`src/rtl/sst_engine_if.sv`:
```
// SST engine signal bundle: host control, mapper SST bus and the two byte streams.
// master = the engine (initiator), slave = host, streamer and mapper side.
interface sst_engine_if;
  logic       start;
  logic       mode;
  logic       m2;
  logic [7:0] map_idx;
  logic       busy;
  logic       done;
  logic       err;
  logic       sst_act;
  logic [7:0] sst_addr;
  logic       sst_we_reg;
  logic [7:0] sst_dato;
  logic [7:0] sst_di;
  logic [7:0] so_data;
  logic       so_valid;
  logic       so_ready;
  logic [7:0] si_data;
  logic       si_valid;
  logic       si_ready;

  modport master (
    input  start, mode, m2, map_idx, sst_di, so_ready, si_data, si_valid,
    output busy, done, err, sst_act, sst_addr, sst_we_reg, sst_dato,
           so_data, so_valid, si_ready
  );

  modport slave (
    output start, mode, m2, map_idx, sst_di, so_ready, si_data, si_valid,
    input  busy, done, err, sst_act, sst_addr, sst_we_reg, sst_dato,
           so_data, so_valid, si_ready
  );
endinterface

```
`src/rtl/sst_engine.sv`:
```
// Save-state initiator: walks the mapper SST register file for save (streaming
// bytes out) or restore (committing streamed bytes, one per M2 falling edge).
module sst_engine #(
  parameter int REG_CNT = 128,
  parameter int M2_SYNC = 2,
  parameter int TIMEOUT = 4096
) (
  input logic        clk,
  input logic        rst_n,
  sst_engine_if.master bus
);

  typedef enum logic [2:0] {
    S_IDLE, S_ENTER, S_SV_RD, S_SV_PUSH, S_RS_GET, S_RS_WR, S_RS_HOLD, S_EXIT
  } state_t;

  localparam logic [7:0] LAST_IDX = 8'(REG_CNT - 1);
  localparam int AW = $clog2(M2_SYNC + 1);
  localparam int TW = $clog2(TIMEOUT + 1);
  // Falls already inside the synchronizer when the bus changes must be ignored.
  // Together with the cycle in which the change is decided, loading M2_SYNC
  // here blanks M2_SYNC+1 clk of fall detection.
  localparam logic [AW-1:0] ARM_LOAD = AW'(M2_SYNC);
  localparam logic [TW-1:0] TMO_LAST = TW'(TIMEOUT - 1);

  state_t        state_q, state_d;
  logic          mode_q, mode_d;
  logic [7:0]    idx_q, idx_d;
  logic [AW-1:0] arm_q, arm_d;
  logic [TW-1:0] tmo_q, tmo_d;
  logic          busy_q, busy_d;
  logic          done_q, done_d;
  logic          err_q, err_d;
  logic          act_q, act_d;
  logic [7:0]    addr_q, addr_d;
  logic          we_q, we_d;
  logic [7:0]    dato_q, dato_d;
  logic [7:0]    so_data_q, so_data_d;

  logic [M2_SYNC-1:0] m2_sync_q;
  logic               m2_prev_q;
  logic               m2_fall;
  logic               fall_ok;
  logic               tmo_hit;
  logic               in_wait;

  // Synchronize the asynchronous M2 and keep the previous sample for edge detect
  always_ff @(posedge clk or negedge rst_n) begin
    if (!rst_n) begin
      m2_sync_q <= '0;
      m2_prev_q <= 1'b0;
    end else begin
      m2_sync_q[0] <= bus.m2;
      for (int i = 1; i < M2_SYNC; i++) begin
        m2_sync_q[i] <= m2_sync_q[i-1];
      end
      m2_prev_q <= m2_sync_q[M2_SYNC-1];
    end
  end

  assign m2_fall = m2_prev_q & ~m2_sync_q[M2_SYNC-1];
  assign in_wait = (state_q == S_ENTER) || (state_q == S_RS_WR) || (state_q == S_EXIT);
  assign fall_ok = (arm_q == '0) && m2_fall;
  assign tmo_hit = !fall_ok && (tmo_q == TMO_LAST);

  // State and datapath registers; reset drops act/we instantly
  always_ff @(posedge clk or negedge rst_n) begin
    if (!rst_n) begin
      state_q   <= S_IDLE;
      mode_q    <= 1'b0;
      idx_q     <= '0;
      arm_q     <= '0;
      tmo_q     <= '0;
      busy_q    <= 1'b0;
      done_q    <= 1'b0;
      err_q     <= 1'b0;
      act_q     <= 1'b0;
      addr_q    <= '0;
      we_q      <= 1'b0;
      dato_q    <= '0;
      so_data_q <= '0;
    end else begin
      state_q   <= state_d;
      mode_q    <= mode_d;
      idx_q     <= idx_d;
      arm_q     <= arm_d;
      tmo_q     <= tmo_d;
      busy_q    <= busy_d;
      done_q    <= done_d;
      err_q     <= err_d;
      act_q     <= act_d;
      addr_q    <= addr_d;
      we_q      <= we_d;
      dato_q    <= dato_d;
      so_data_q <= so_data_d;
    end
  end

  // Next-state logic: sequencing, M2 waits with timeout, stream handshakes
  always_comb begin
    state_d   = state_q;
    mode_d    = mode_q;
    idx_d     = idx_q;
    arm_d     = (arm_q != '0) ? arm_q - AW'(1) : arm_q;
    tmo_d     = in_wait ? tmo_q + TW'(1) : tmo_q;
    busy_d    = busy_q;
    done_d    = 1'b0;
    err_d     = err_q;
    act_d     = act_q;
    addr_d    = addr_q;
    we_d      = we_q;
    dato_d    = dato_q;
    so_data_d = so_data_q;

    case (state_q)
      S_IDLE: begin
        if (bus.start) begin
          mode_d  = bus.mode;
          err_d   = 1'b0;
          busy_d  = 1'b1;
          idx_d   = '0;
          addr_d  = '0;
          act_d   = 1'b1;
          arm_d   = ARM_LOAD;
          tmo_d   = '0;
          state_d = S_ENTER;
        end
      end

      S_ENTER: begin
        if (fall_ok) begin
          if (mode_q) begin
            state_d = S_RS_GET;
          end else begin
            addr_d  = idx_q;
            state_d = S_SV_RD;
          end
        end else if (tmo_hit) begin
          err_d   = 1'b1;
          act_d   = 1'b0;
          we_d    = 1'b0;
          busy_d  = 1'b0;
          done_d  = 1'b1;
          state_d = S_IDLE;
        end
      end

      // sst_addr has been stable for this whole clk; the mapper read is combinational
      S_SV_RD: begin
        so_data_d = bus.sst_di;
        state_d   = S_SV_PUSH;
      end

      S_SV_PUSH: begin
        if (bus.so_ready) begin
          if (idx_q == LAST_IDX) begin
            arm_d   = ARM_LOAD;
            tmo_d   = '0;
            state_d = S_EXIT;
          end else begin
            idx_d   = idx_q + 8'd1;
            addr_d  = idx_q + 8'd1;
            state_d = S_SV_RD;
          end
        end
      end

      S_RS_GET: begin
        if (bus.si_valid) begin
          if (idx_q == LAST_IDX) begin
            // Last slot holds the mapper id: verify only, never write it
            if (bus.si_data != bus.map_idx) begin
              err_d = 1'b1;
            end
            arm_d   = ARM_LOAD;
            tmo_d   = '0;
            state_d = S_EXIT;
          end else begin
            addr_d  = idx_q;
            dato_d  = bus.si_data;
            we_d    = 1'b1;
            arm_d   = ARM_LOAD;
            tmo_d   = '0;
            state_d = S_RS_WR;
          end
        end
      end

      S_RS_WR: begin
        if (fall_ok) begin
          we_d    = 1'b0;
          state_d = S_RS_HOLD;
        end else if (tmo_hit) begin
          err_d   = 1'b1;
          act_d   = 1'b0;
          we_d    = 1'b0;
          busy_d  = 1'b0;
          done_d  = 1'b1;
          state_d = S_IDLE;
        end
      end

      // Strobe is low, address/data still held for the mapper's hold time
      S_RS_HOLD: begin
        idx_d   = idx_q + 8'd1;
        state_d = S_RS_GET;
      end

      S_EXIT: begin
        we_d = 1'b0;
        if (fall_ok || tmo_hit) begin
          if (tmo_hit) begin
            err_d = 1'b1;
          end
          act_d   = 1'b0;
          busy_d  = 1'b0;
          done_d  = 1'b1;
          state_d = S_IDLE;
        end
      end

      default: begin
        state_d = S_IDLE;
      end
    endcase
  end

  assign bus.busy       = busy_q;
  assign bus.done       = done_q;
  assign bus.err        = err_q;
  assign bus.sst_act    = act_q;
  assign bus.sst_addr   = addr_q;
  assign bus.sst_we_reg = we_q;
  assign bus.sst_dato   = dato_q;
  assign bus.so_data    = so_data_q;
  assign bus.so_valid   = (state_q == S_SV_PUSH);
  assign bus.si_ready   = (state_q == S_RS_GET);

endmodule

```
`src/flat_wrapper.sv`:
```
// flat-port wrapper written by rule: the top's interface ports become plain ports
module sst_engine_flat 
#(
  parameter int REG_CNT = 128,
  parameter int M2_SYNC = 2,
  parameter int TIMEOUT = 4096
)
  (clk, rst_n, bus_start, bus_mode, bus_m2, bus_map_idx, bus_sst_di, bus_so_ready, bus_si_data, bus_si_valid, bus_busy, bus_done, bus_err, bus_sst_act, bus_sst_addr, bus_sst_we_reg, bus_sst_dato, bus_so_data, bus_so_valid, bus_si_ready);
  sst_engine_if bus_i ();
  input logic clk;
  input logic rst_n;
  input wire logic [$bits(bus_i.start)-1:0] bus_start;
  input wire logic [$bits(bus_i.mode)-1:0] bus_mode;
  input wire logic [$bits(bus_i.m2)-1:0] bus_m2;
  input wire logic [$bits(bus_i.map_idx)-1:0] bus_map_idx;
  input wire logic [$bits(bus_i.sst_di)-1:0] bus_sst_di;
  input wire logic [$bits(bus_i.so_ready)-1:0] bus_so_ready;
  input wire logic [$bits(bus_i.si_data)-1:0] bus_si_data;
  input wire logic [$bits(bus_i.si_valid)-1:0] bus_si_valid;
  output wire logic [$bits(bus_i.busy)-1:0] bus_busy;
  output wire logic [$bits(bus_i.done)-1:0] bus_done;
  output wire logic [$bits(bus_i.err)-1:0] bus_err;
  output wire logic [$bits(bus_i.sst_act)-1:0] bus_sst_act;
  output wire logic [$bits(bus_i.sst_addr)-1:0] bus_sst_addr;
  output wire logic [$bits(bus_i.sst_we_reg)-1:0] bus_sst_we_reg;
  output wire logic [$bits(bus_i.sst_dato)-1:0] bus_sst_dato;
  output wire logic [$bits(bus_i.so_data)-1:0] bus_so_data;
  output wire logic [$bits(bus_i.so_valid)-1:0] bus_so_valid;
  output wire logic [$bits(bus_i.si_ready)-1:0] bus_si_ready;
  assign bus_i.start = bus_start;
  assign bus_i.mode = bus_mode;
  assign bus_i.m2 = bus_m2;
  assign bus_i.map_idx = bus_map_idx;
  assign bus_i.sst_di = bus_sst_di;
  assign bus_i.so_ready = bus_so_ready;
  assign bus_i.si_data = bus_si_data;
  assign bus_i.si_valid = bus_si_valid;
  assign bus_busy = bus_i.busy;
  assign bus_done = bus_i.done;
  assign bus_err = bus_i.err;
  assign bus_sst_act = bus_i.sst_act;
  assign bus_sst_addr = bus_i.sst_addr;
  assign bus_sst_we_reg = bus_i.sst_we_reg;
  assign bus_sst_dato = bus_i.sst_dato;
  assign bus_so_data = bus_i.so_data;
  assign bus_so_valid = bus_i.so_valid;
  assign bus_si_ready = bus_i.si_ready;
  sst_engine #(.REG_CNT(REG_CNT), .M2_SYNC(M2_SYNC), .TIMEOUT(TIMEOUT)) u_core (.clk(clk), .rst_n(rst_n), .bus(bus_i));
endmodule
```
`config.mk`:
```
export PLATFORM = sky130hd
export DESIGN_NAME = sst_engine_flat
export DESIGN_NICKNAME = d
export VERILOG_FILES = /design/src/rtl/sst_engine_if.sv /design/src/rtl/sst_engine.sv /design/src/flat_wrapper.sv
export SDC_FILE = /design/constraint.sdc
export NUM_CORES = 1
export LEC_CHECK = 0
export CELL_PAD_IN_SITES_DETAIL_PLACEMENT = 1
export CELL_PAD_IN_SITES_GLOBAL_PLACEMENT = 1
export CORE_ASPECT_RATIO = 0.8
export CORE_MARGIN = 4
export CORE_UTILIZATION = 40
export CTS_BUF_LIST = sky130_fd_sc_hd__clkbuf_16
export CTS_CLUSTER_DIAMETER = 60
export DETAILED_ROUTE_END_ITERATION = 16
export GPL_ROUTABILITY_DRIVEN = 0
export GPL_TIMING_DRIVEN = 0
export HOLD_SLACK_MARGIN = 0.12
export PLACE_DENSITY = 0.9
export SYNTH_ARGS = -nofsm -noshare
export SYNTH_HDL_FRONTEND = slang
export SYNTH_SLANG_ARGS = --single-unit
```
`constraint.sdc`:
```
create_clock -name clk -period 2.7 [get_ports clk]
set_clock_uncertainty 0.15 [all_clocks]
set_input_delay 0.54 -clock clk [delete_from_list [all_inputs] [get_ports clk]]
set_output_delay 0.54 -clock clk [all_outputs]
set_load 0.01 [all_outputs]
```
# ---- Word-level counts from Yosys, hierarchy flattened
# Cells that the tools add are included.
# W data, S select, Z words.
dict set report word_totals {
  reg_bits 58
  in_bits 31
  output_inout_bits 31
}
dict set report op_classes {
  addsub 3
  eq_ne 23
  n_mux 55
  bitwise_logic 3
  reduce_logical 23
}
# op n
set ops {}
lappend ops {{$mux W13} 5}
lappend ops {{$mux W8} 7}
lappend ops {{$pmux W13 S3} 1}
lappend ops {{$pmux W8 S4} 1}
lappend ops {{$mux W3} 9}
lappend ops {{$pmux W3 S8} 1}
lappend ops {{$pmux W8 S3} 1}
lappend ops {{$mux W1} 19}
lappend ops {{$ne A2 B2 Y1 const B} 9}
lappend ops {{$add A13 B1 Y13 const B} 1}
lappend ops {{$eq A13 B12 Y1 const B} 1}
lappend ops {{$eq A3 B3 Y1 const B} 4}
lappend ops {{$mux W2} 6}
lappend ops {{$reduce_and A4 Y1} 3}
lappend ops {{$reduce_bool A4 Y1} 3}
lappend ops {{$add A8 B1 Y8 const B} 1}
lappend ops {{$eq A8 B7 Y1 const B} 1}
lappend ops {{$ne A2 B1 Y1 const B} 4}
lappend ops {{$ne A8 B8 Y1} 1}
lappend ops {{$pmux W1 S4} 2}
lappend ops {{$reduce_and A8 Y1} 1}
lappend ops {{$reduce_and A7 Y1} 1}
lappend ops {{$eq A3 B2 Y1 const B} 2}
lappend ops {{$pmux W2 S3} 1}
lappend ops {{other kinds (17)} 22}

# ---- Logic depth before layout (Yosys ltp)
# Gate-level depths: netlist of run 1.
dict set report logic_depth {
  word_depth 8
  mapped_depth 8
}

# ---- Least setup slack after synthesis of run 1
# Ideal clock, no wire load.
dict set report synth_timing {
  path_type {reg2reg}
  from {reg u_core.tmo_q[0]}
  to {reg u_core.err_q (netlist: u_core.bus.err)}
  setup_time_ns 0.077
  arrival_ns 1.740
  required_time_ns 2.473
  path_slack_ns 0.732
  path_stages_with_launch 7
  n_path_buf 0
  synth_period_minus_slack_ns 1.968
  cell_sequence {dfrtp_1 > ha_1 > and3_1 > nand4_1 > or4b_4 > a21bo_2 > a21oi_1}
}
dict set report synth_via {
  elab_chain_len 5
  word_cells_on_any_way 9
}
# item line_no
set synth_rtl {}
lappend synth_rtl {{from (decl)} sst_engine.sv:30} ;# logic [TW-1:0] tmo_q, tmo_d;
lappend synth_rtl {{from (signal assigned)} sst_engine.sv:87} ;# tmo_q <= tmo_d;
lappend synth_rtl {{$eq A13 B12 Y1 *} sst_engine.sv:64} ;# assign tmo_hit = !fall_ok && (tmo_q == TMO_LAST);
lappend synth_rtl {{$logic_and A1 B1 Y1 *} sst_engine.sv:64}
lappend synth_rtl {{$mux W1 or $logic_or A1 B1 Y1 (tied branches)} n/a}
lappend synth_rtl {{$mux W1 (tied with other cells)} n/a}
lappend synth_rtl {{$pmux W1 S4 or $reduce_and A7 Y1 (tied branches)} n/a}
lappend synth_rtl {{to (signal assigned)} sst_engine.sv:90} ;# err_q <= err_d;
lappend synth_rtl {{to (decl)} sst_engine.sv:33} ;# logic err_q, err_d;
# Every way passes the cells marked *; elsewhere a longest branch is shown, timed or not. The select of a mux whose other input is x is not followed.
# A chain may end at the register's enable or synchronous reset.

# ---- Final worst setup path of run 1
dict set report layout_timing {
  from {reg u_core.state_q[1]}
  to {out bus_si_ready}
}
dict set report layout_via {
  elab_chain_len 1
}
# item line_no
set layout_rtl {}
lappend layout_rtl {{from (decl)} sst_engine.sv:26} ;# state_t state_q, state_d;
lappend layout_rtl {{from (signal assigned)} sst_engine.sv:83} ;# state_q <= state_d;
lappend layout_rtl {{$eq A3 B3 Y1} sst_engine.sv:237} ;# assign bus.si_ready = (state_q == S_RS_GET);
lappend layout_rtl {{to (decl)} flat_wrapper.sv:29} ;# output wire logic [$bits(bus_i.si_ready)-1:0] bus_si_ready;
# Every way passes these cells.

==> results.md, run 1 <==
* IO Count at just over 60
* Yosys reg bits at between 50 and 60
* Hold Fails Final Rpt at 0
* Most common cell after layout, fill and taps aside: clkdlybuf4s50_1
* Measured slew at the worst slew-check pin at between 600 and 700 ps
* Vias per std cell at ~5.5
* Flip-flop count of the largest register after layout at 13
* Detailed Route WL at 9740 um
* Post-synth EDFFs at 0
* Worst Hold Class: reg -> reg
* Met3 usage at about 5.7%
* Part of the power in combinational logic at ~41%
* Pwr/cell area at ~1000 nW/um^2
* Die area at between 9000 and 10000 um^2
* P_int at about 2.6 mW
* Final Critical Period at roughly 2500 ps
* Vias at roughly 2700
* Final net count at 410
* Worst vdd ir at 660 uV
* Synth-to-layout area growth at 34.5%
* Initial antenna violation count at 0
* Largest net degree at the start of global routing at 40
* Post-synthesis cell area at 3090 um^2
* Post-CTS Setup Inserts at 0
* # rows at 28
* Max Slew Vio Count at 0
* Leakage at 1.75 nW
* Remaining global-route overflow at 0
* ANT nets after route at 0
* Die Width at approximately 110 um
* Crit-path max cell delay at approximately 630 ps
* Clk sinks at 58
* First-pass GRT wire length at about 16000 um
* Layout cells sized above 1 at between 15 and 20%
* Die H at 86.7 um
* Worst Path Required at ~2000 ps
* Tot GR Track Use at between 20 and 25%
* HPWL Detailed at around 6500 um
* Placed cell area at between 3000 and 4000 um^2
* Top reg by flops: u_core.tmo_q
* Max_cap viols at 0
* Clock share of power at about 27%
* Vias in the first global route at between 3000 and 4000
* CP cell instances: buf_6 -> nor3b_4 -> clkdlybuf4s50_1
* Seq pwr share at between 30% and 40%
* Yosys cell types at 55
* Clk slew on worst S/H paths at roughly 60 ps
* Syn Inst Count at approximately 300
* FMAX at ~0.40 GHz
* Drt drc at 0
* RSZ-0062 raised after global routing: no
* WL per Instance at roughly 20 um
* Most frequent cells in the layout: clkdlybuf4s50_1 (60), dfrtp_1 (58), nand2_1 (38)
* Drt first pass iters at 4
* Final Instance Area at 4160 um^2
* Max stage delay cell, worst path: clkdlybuf4s50_1
* Detailed Route Iter0 Violations at 97
* Mean post-synth cell area at between 10 and 15 um^2
* Switch Pwr at 1.51 mW
* Skew-Pair Late Insertion Delay at 330 ps
* Setup TNS Final at 0 ps
* Starting Density at 41.5%
* Crit-path max FO at 8
* Crit path arrival time at roughly 1800 ps
* Main flop type after synthesis: dfrtp_1
* CORE AREA at between 7000 and 8000 um^2
* Met1 usage at 25.5%
* PortBufs at 61
* Most Crowded Layer GR: met2
* Setup violators final at 0
* Deepest clock path buffer count at 2
* H-tree depth at 3
* TritonCTS clock tree: done
* CP endpoint kind: primary output
* Total CTS buffers at 9
* CTS root buf: clkbuf_16
* Async S/R FF share, synth at 100%
* Status: finished, final reports clean
* Setup CP Type: reg -> out
* Synth Net Count at around 340
* # diodes at 0
* Sw Share at 36.4%
* Crit path launch type: flop
* Met2 Usage GRT at between 40% and 50%
* Yosys warning total at 0
* Final period utilization at between 90% and 100%
* Seq/Total Area, Yosys at 46.9%
* Worst rel slew slack at between 50% and 60%
Yosys cell counts, types with 8 or more instances:
cell type / number / area, um^2
dfrtp_1: 58 / 1450
nand2_1: 38 / 143
mux2_2: 25 / 282
nor2_1: 20 / 75.1
o21ai_0: 20 / 100
a21oi_1: 15 / 75.1
xor2_1: 12 / 105
xnor2_1: 10 / 87.6
inv_1: 9 / 33.8
nand3_1: 9 / 45.0
nand4_1: 8 / 50.1
layer usage:
| layer | routed length, um | vias to the layer above |
|---|---|---|
| met4 | 287 | 0 |
| met5 | 0 | - |
| li1 | - | 1222 |
| met3 | 439 | 23 |
| met1 | 4020 | 1373 |
| met2 | 4990 | 79 |
worst paths after layout:
path                                      from                   to  slack, ps  cells past startpoint
setup reg to reg               u_core.idx_q[0]      u_core.tmo_q[6]        330                      7
min in group asynchronous                rst_n      u_core.tmo_q[2]        570                      2
setup / recovery             u_core.state_q[1]         bus_si_ready        170                      3
hold reg to reg            u_core.m2_sync_q[0]  u_core.m2_sync_q[1]        200                      0
max in group asynchronous                rst_n      u_core.idx_q[3]       1260                      3
hold / removal             u_core.m2_sync_q[0]  u_core.m2_sync_q[1]        200                      0
layout make-up:
cell class / instances / area [um^2]
well taps: 105 / 131
clock buffers: 9 / 225
inverters: 9 / 33.8
fillers: 831 / 3300
multi-input cells: 223 / 1510
flip-flops and latches: 58 / 1450
clock inverters: 7 / 70.1
repair buffers: 63 / 636
plain buffers: 13 / 101
per-stage QoR:
step	std cells	setup slack (ps)	hold slack (ps)	util, %	total power, mW
after floorplan	303	732	94.4	-	2.25
after global placement	469	-942	183	51.4	2.87
after detailed placement	470	140	186	51.6	2.97
after CTS	487	60.8	200	55.7	4.17
after global routing	487	99.9	207	55.8	4.37
final	487	172	199	55.8	4.15
power by group through the flow:
| stage | Combinational, mW | Sequential (mW) | Clock (mW) |
|---|---|---|---|
| 2_1_floorplan | 0.917 | 1.33 | 0 |
| 3_3_place_gp | 1.60 | 1.28 | 0 |
| 3_5_place_dp | 1.67 | 1.29 | 0 |
| 4_1_cts | 1.72 | 1.30 | 1.15 |
| 5_1_grt | 1.85 | 1.33 | 1.19 |
| 6_report | 1.72 | 1.30 | 1.14 |
critical path: cells and delay by family, from the launching register on:
family                 cells  cell delay [ps]
DFF                        1              370
and+or+nand+nor            1              370
buffers and inverters      2              770
cell families after synthesis:
| group | share of synthesized area, % |
|---|---|
| adder cells (fa/ha/maj) | 0.809 |
| multiplexers | 9.10 |
| XOR/XNOR | 6.23 |
| buffers and inverters | 4.37 |
| AO/OA/AOI/OAI | 12.2 |
| flip-flops | 46.9 |
| AND/OR/NAND/NOR | 20.4 |
what timing repair did:
item,CTS,global route
endpoints found under the hold margin,19,0
resized for setup,0,1
endpoints found under the setup margin,0,1
hold buffers,1,0
Power figures use the tool's default switching activity.
==> run 2: changes to the inputs <==
--- a/config.mk
+++ b/config.mk
@@ -8,7 +8,7 @@
 export CELL_PAD_IN_SITES_DETAIL_PLACEMENT = 1
 export CELL_PAD_IN_SITES_GLOBAL_PLACEMENT = 1
 export CORE_ASPECT_RATIO = 0.8
-export CORE_MARGIN = 4
+export CORE_MARGIN = 2
 export CORE_UTILIZATION = 40
 export CTS_BUF_LIST = sky130_fd_sc_hd__clkbuf_16
 export CTS_CLUSTER_DIAMETER = 60
==> run 2 against run 1 <==
  * Sequential cell count unchanged
  * Critical endpoint unchanged
  * Sequential power about the same
  * Largest cell class unchanged
  * Sequential share of layout area rose by 0.34 points
  * Clock-buffer cell count unchanged
  * Via count fell by 3.1%
  * Global-route usage decreased by 0.39 points
  * Die area decreased by 8.2%
==> results.md, run 2 (synthesis gave the netlist of run 1 again) <==
* FMAX at 0.394 GHz (was 0.396 GHz)
* Clk slew on worst S/H paths at 50 ps (was 60 ps)
* Pwr/cell area at 956 nW/um^2 (was 997 nW/um^2)
* Detailed Route Iter0 Violations at 108 (was 97)
* Crit-path max FO at 8 (unchanged)
* Initial antenna violation count at 0 (unchanged)
* Max_cap viols at 0 (unchanged)
* Deepest clock path buffer count at 2 (unchanged)
* Max Slew Vio Count at 0 (unchanged)
* Measured slew at the worst slew-check pin at 649 ps (was 662 ps)
* Die area at 8460 um^2 (was 9220 um^2)
* Final period utilization at 93.9% (was 93.6%)
* Drt first pass iters at 4 (unchanged)
* Reg2Reg Setup Slack at 390 ps (was 330 ps)
* Layout cells sized above 1 at 17.0% (was 17.5%)
* Leakage at 1.76 nW (was 1.75 nW)
* Crit path arrival time at 1850 ps (was 1840 ps)
* Worst Path Required at 2010 ps (about the same)
* Die Width at 102 um (was 106 um)
* Vias per std cell at 5.37 (was 5.54)
* First-pass GRT wire length at 14200 um (was 15900 um)
* # rows at 28 (unchanged)
* ANT nets after route at 0 (unchanged)
* IO Count at 62 (unchanged)
* # diodes at 0 (unchanged)
* Most common cell after layout, fill and taps aside: clkdlybuf4s50_1 (unchanged)
* Vias at 2613 (was 2697)
* Setup CP Type: reg -> out (unchanged)
* RSZ-0062 raised after global routing: no (unchanged)
* Clk sinks at 58 (unchanged)
* Top reg by flops: u_core.tmo_q (unchanged)
* Drt drc at 0 (unchanged)
* Vias in the first global route at 2890 (was 3007)
* TritonCTS clock tree: done (unchanged)
* Status: finished, final reports clean (unchanged)
* Remaining global-route overflow at 0 (unchanged)
* Tot GR Track Use at 22.0% (was 22.4%)
* Hold Fails Final Rpt at 0 (unchanged)
* H-tree depth at 3 (unchanged)
* Final net count at 410 (unchanged)
* CORE AREA at 7460 um^2 (unchanged)
* Core Util, Final at 55.2% (was 55.8%)
* Starting Density at 41.5% (unchanged)
* Total CTS buffers at 9 (unchanged)
* Flip-flop count of the largest register after layout at 13 (unchanged)
* Worst Hold Class: reg -> reg (unchanged)
* Detailed Route WL at 8350 um (was 9740 um)
* Crit path launch type: flop (unchanged)
* PortBufs at 61 (unchanged)
* Skew-Pair Late Insertion Delay at 330 ps (about the same)
* Setup Slack @ Placement at 129 ps (was 140 ps)
* Final Critical Period at 2540 ps (was 2530 ps)
* CTS root buf: clkbuf_16 (unchanged)
* Worst vdd ir at 396 uV (was 660 uV)
* Post-CTS Setup Inserts at 0 (unchanged)
* Worst rel slew slack at 56.6% (was 55.8%)
* HPWL Detailed at 6050 um (was 6510 um)
* WL per Instance at 17.1 um (was 20.0 um)
* Setup violators final at 0 (unchanged)
* Synth-to-layout area growth at 33.2% (was 34.5%)
* CP endpoint kind: primary output (unchanged)
* Most frequent cells in the layout: clkdlybuf4s50_1 (60), dfrtp_1 (58), nand2_1 (38) (unchanged)
* Largest net degree at the start of global routing at 35 (was 40)
* Slack of the critical path at 164 ps (was 172 ps)
* Die H at 82.7 um (was 86.7 um)
==> run 2: cell count changes in the layout (fill, tap and decap cells not counted) <==
cell | previous run | this run
clkinv_4 | 2 | 0
bufinv_16 | 1 | 0
inv_1 | 9 | 12
clkinv_1 | 2 | 1
clkinv_2 | 0 | 3
clkinvlp_4 | 2 | 0
==> run 2: worst paths after layout <==
kind                                startpoint                endpoint  depth (start not counted)
setup / recovery             u_core.state_q[1]            bus_si_ready                          3
hold reg to reg            u_core.m2_sync_q[0]     u_core.m2_sync_q[1]                          0
min in group asynchronous                rst_n         u_core.idx_q[2]                          2
hold / removal             u_core.m2_sync_q[0]     u_core.m2_sync_q[1]                          0
setup reg to reg               u_core.idx_q[0]  u_core.bus.sst_addr[1]                          6
max in group asynchronous                rst_n         u_core.arm_q[0]                          3
==> run 2: worst max-delay path, stage by stage, from the launching register on <==
cell and delay (ps):
dfrtp_1 380, buf_6 140, nor3b_4 370, clkdlybuf4s50_1 620
==> run 2: routing by layer <==
layer | vias to the layer above | wire length, um | part of all wire (%) | GRT usage [%]
met2 | 68 | 4120 | 49 | 38.2
met3 | 16 | 354 | 4.2 | 5.89
met4 | 0 | 158 | 1.9 | 9.33
met5 | - | 0 | 0 | 0
met1 | 1306 | 3720 | 45 | 26.0
li1 | 1223 | - | - | -
==> run 2: power by group <==
group,internal (mW),switching (mW)
registers,1.11,0.173
logic,0.817,0.866
clock network,0.600,0.376
==> run 2: metrics by stage <==
stage	instances	hold slack, ps	cell area [um^2]	power (mW)	TNS [ps]
after floorplan	303	94.4	3090	2.25	0
after global placement	469	185	3840	2.86	-48370
after detailed placement	470	186	3850	2.95	0
after CTS	487	197	4120	3.97	0
after global routing	487	216	4120	4.17	0
final	487	195	4120	3.94	0
==> run 2: timing repair <==
action | CTS | global route
hold buffers | 1 | 0
endpoints found under the hold margin | 24 | 0
gates resized for setup | 0 | 1
setup endpoints to repair | 0 | 1
==> run 2: cell type report <==
class / instances / area, um^2
Timing Repair Buffer: 63 / 636
Buffer: 13 / 101
Multi-Input combinational cell: 223 / 1510
Fill cell: 837 / 3340
Clock buffer: 9 / 225
Clock inverter: 7 / 30.0
Inverter: 9 / 33.8
Sequential cell: 58 / 1450
Tap cell: 105 / 131
==> run 3: changes to the inputs <==
--- a/config.mk
+++ b/config.mk
@@ -9,14 +9,14 @@
 export CELL_PAD_IN_SITES_GLOBAL_PLACEMENT = 1
 export CORE_ASPECT_RATIO = 0.8
 export CORE_MARGIN = 2
-export CORE_UTILIZATION = 40
-export CTS_BUF_LIST = sky130_fd_sc_hd__clkbuf_16
+export CORE_UTILIZATION = 41
+export CTS_BUF_LIST = sky130_fd_sc_hd__clkbuf_8
 export CTS_CLUSTER_DIAMETER = 60
 export DETAILED_ROUTE_END_ITERATION = 16
 export GPL_ROUTABILITY_DRIVEN = 0
 export GPL_TIMING_DRIVEN = 0
 export HOLD_SLACK_MARGIN = 0.12
-export PLACE_DENSITY = 0.9
+export PLACE_DENSITY = 0.92
 export SYNTH_ARGS = -nofsm -noshare
 export SYNTH_HDL_FRONTEND = slang
 export SYNTH_SLANG_ARGS = --single-unit
==> run 3 against run 2 <==
  * Register-to-register slack about the same
  * Critical path depth is 1 higher
  * Power fell by 1.3%
  * Global-route usage rose by 0.81 points
  * Sequential cell count stayed put
  * First-iteration DRC count increased by 17%
  * Non-clock buffer count did not move
  * Worst hold slack better by 18 ps
  * Clock power fell by 7.4%
  * Sequential share of layout area grew 0.47 points
  * Critical endpoint is now bus_so_valid
==> results.md, run 3 (synthesis gave the netlist of run 1 again) <==
* # rows at 28 (unchanged)
* Seq pwr share at 33.3% (was 32.5%)
* Clock share of power at 23.2% (was 24.8%)
* Reg2reg path depth at 7 (was 6)
* Deepest clock path buffer count at 2 (unchanged)
* Max Slew Vio Count at 0 (unchanged)
* PortBufs at 61 (unchanged)
* Switch Pwr at 1.43 mW (was 1.42 mW)
* Max_cap viols at 0 (unchanged)
* Crit path arrival time at 1870 ps (was 1850 ps)
* Clk slew on worst S/H paths at 70 ps (was 50 ps)
* # diodes at 0 (unchanged)
* Detailed Route WL at 8740 um (was 8350 um)
* Synth-to-layout area growth at 31.5% (was 33.2%)
* Worst Hold Class: reg -> reg (unchanged)
* Hold Crit Start: u_core.m2_sync_q[0] (unchanged)
* Most frequent cells in the layout: clkdlybuf4s50_1 (60), dfrtp_1 (58), nand2_1 (38) (unchanged)
* Final net count at 410 (unchanged)
* Clk sinks at 58 (unchanged)
* Most common cell after layout, fill and taps aside: clkdlybuf4s50_1 (unchanged)
* First-pass GRT wire length at 14500 um (was 14200 um)
* Pwr/cell area at 957 nW/um^2 (was 956 nW/um^2)
* Setup TNS Final at 0 ps (unchanged)
* Post-CTS Setup Inserts at 0 (unchanged)
* WL per Instance at 18.5 um (was 17.1 um)
* Max stage delay cell, worst path: clkdlybuf4s50_1 (unchanged)
* TritonCTS clock tree: done (unchanged)
* CP cell instances: buf_6 -> nand3b_1 -> inv_1 -> clkdlybuf4s50_1 (was buf_6 -> nor3b_4 -> clkdlybuf4s50_1)
* Flip-flop count of the largest register after layout at 13 (unchanged)
* Setup CP Type: reg -> out (unchanged)
* Vias in the first global route at 2908 (was 2890)
* Hold Fails Final Rpt at 0 (unchanged)
* Final period utilization at 94.8% (was 93.9%)
* Initial antenna violation count at 0 (unchanged)
* Die Width at 101 um (was 102 um)
* Hold slack at 213 ps (was 195 ps)
* CORE AREA at 7360 um^2 (was 7460 um^2)
* Leakage at 1.73 nW (was 1.76 nW)
* Hold path cells at 0 (unchanged)
* Vias per std cell at 5.63 (was 5.37)
* Part of the power in combinational logic at 43.5% (was 42.7%)
* R2r startpoint: u_core.idx_q[0] (unchanged)
* Bufs and invs on worst path at 3 (was 2)
* IO Count at 62 (unchanged)
* Crit-path max FO at 9 (was 8)
* Drt first pass iters at 4 (unchanged)
* Final Critical Period at 2560 ps (was 2540 ps)
* CP endpoint kind: primary output (unchanged)
* Measured slew at the worst slew-check pin at 679 ps (was 649 ps)
* RSZ-0062 raised after global routing: no (unchanged)
* Crit-path leading delay family: buffers and inverters (unchanged)
* CTS root buf: clkbuf_8 (was clkbuf_16)
* Setup Slack @ Placement at 126 ps (was 129 ps)
* Die area at 8260 um^2 (was 8460 um^2)
* Hold endpoint: u_core.m2_sync_q[1] (unchanged)
* Reg2Reg Setup Slack at 390 ps (about the same)
* Power, Total at 3.89 mW (was 3.94 mW)
* Skew-Pair Late Insertion Delay at 350 ps (was 330 ps)
* Drt drc at 0 (unchanged)
* Top reg by flops: u_core.tmo_q (unchanged)
* Worst rel slew slack at 54.7% (was 56.6%)
* Vias at 2659 (was 2613)
* Layout cells sized above 1 at 17.5% (was 17.0%)
* Total CTS buffers at 9 (unchanged)
* Crit path launch type: flop (unchanged)
* ANT nets after route at 0 (unchanged)
* P_int at 2.46 mW (was 2.53 mW)
* Die H at 81.7 um (was 82.7 um)
* Worst vdd ir at 465 uV (was 396 uV)
* Final Instance Area at 4070 um^2 (was 4120 um^2)
* Sw Share at 36.7% (was 35.9%)
* Tot GR Track Use at 22.8% (was 22.0%)
* Starting Density at 42.1% (was 41.5%)
* Detailed Route Iter0 Violations at 126 (was 108)
* Worst Path Required at 2010 ps (about the same)
* Slack of the critical path at 139 ps (was 164 ps)
* HPWL Detailed at 6380 um (was 6050 um)
* Crit-path max cell delay at 580 ps (was 620 ps)
* FMAX at 0.391 GHz (was 0.394 GHz)
* Setup violators final at 0 (unchanged)
* Reg-to-Reg End: u_core.tmo_q[2] (was u_core.bus.sst_addr[1])
* H-tree depth at 3 (unchanged)
* Remaining global-route overflow at 0 (unchanged)
* Largest net degree at the start of global routing at 32 (was 35)
* Status: finished, final reports clean (unchanged)
* Placed cell area at 3830 um^2 (was 3850 um^2)
run 3: cell types whose count changed in the layout (fill, tap and decap cells not counted), sizes merged:
cell | before | now
clkinv | 4 | 0
bufinv | 0 | 2
clkinvlp | 0 | 2
clkbuf | 10 | 11
inv | 12 | 11
run 3: worst register-to-register path: cells and delay by family, from the launching register on:
kind                       cells  cell delay, ps
DFF                            1             440
and+or+nand+nor                5            1060
buffers and inverters          1             270
adders and majority gates      1             270
run 3: cell type report:
class	instances	area, um^2
buffer	13	101
multi-input combinational	223	1510
sequential	58	1450
clock buffer	10	138
fill	800	3290
tap	90	113
timing repair buffer	63	636
inverter	9	33.8
clock inverter	6	82.6
run 3: per-stage QoR:
step                      std cells  utilization (%)
after floorplan                 303                -
final                           472             55.3
after global placement          454             51.9
after global routing            472             55.3
after CTS                       472             55.2
after detailed placement        455             52.1
run 3: worst max path at each step:
stage / from / to / slack, ps / cells past startpoint
final: u_core.state_q[2] / bus_so_valid / 140 / 4
after global routing: u_core.state_q[2] / bus_so_valid / 20 / 4
after CTS: u_core.state_q[0] / bus_si_ready / 50 / 3
after detailed placement: bus_start / u_core.idx_q[7] / 130 / 6
after global placement: rst_n / u_core.bus.sst_addr[5] / -890 / 1
after floorplan: u_core.tmo_q[0] / u_core.bus.err / 730 / 6
run 3: power by group through the flow:
stage / Combinational [mW] / Clock [mW] / Sequential (mW)
after global routing: 1.83 / 0.960 / 1.32
after floorplan: 0.917 / 0 / 1.33
after CTS: 1.69 / 0.922 / 1.29
after global placement: 1.59 / 0 / 1.27
final: 1.69 / 0.904 / 1.29
after detailed placement: 1.66 / 0 / 1.30
run 3: what timing repair did:
| action | 4_1_cts | 5_1_grt |
|---|---|---|
| hold buffers | 1 | 0 |
| hold endpoints to repair | 27 | 0 |
| endpoints found under the setup margin | 0 | 1 |
| gates resized for setup | 0 | 1 |
run 3: routing by layer:
layer	up-vias	GRT usage [%]	part of all wire [%]
met5	-	0	0
met4	0	7.70	1.6
met3	19	6.98	5.7
met2	92	39.3	50
met1	1322	27.4	43
li1	1226	-	-
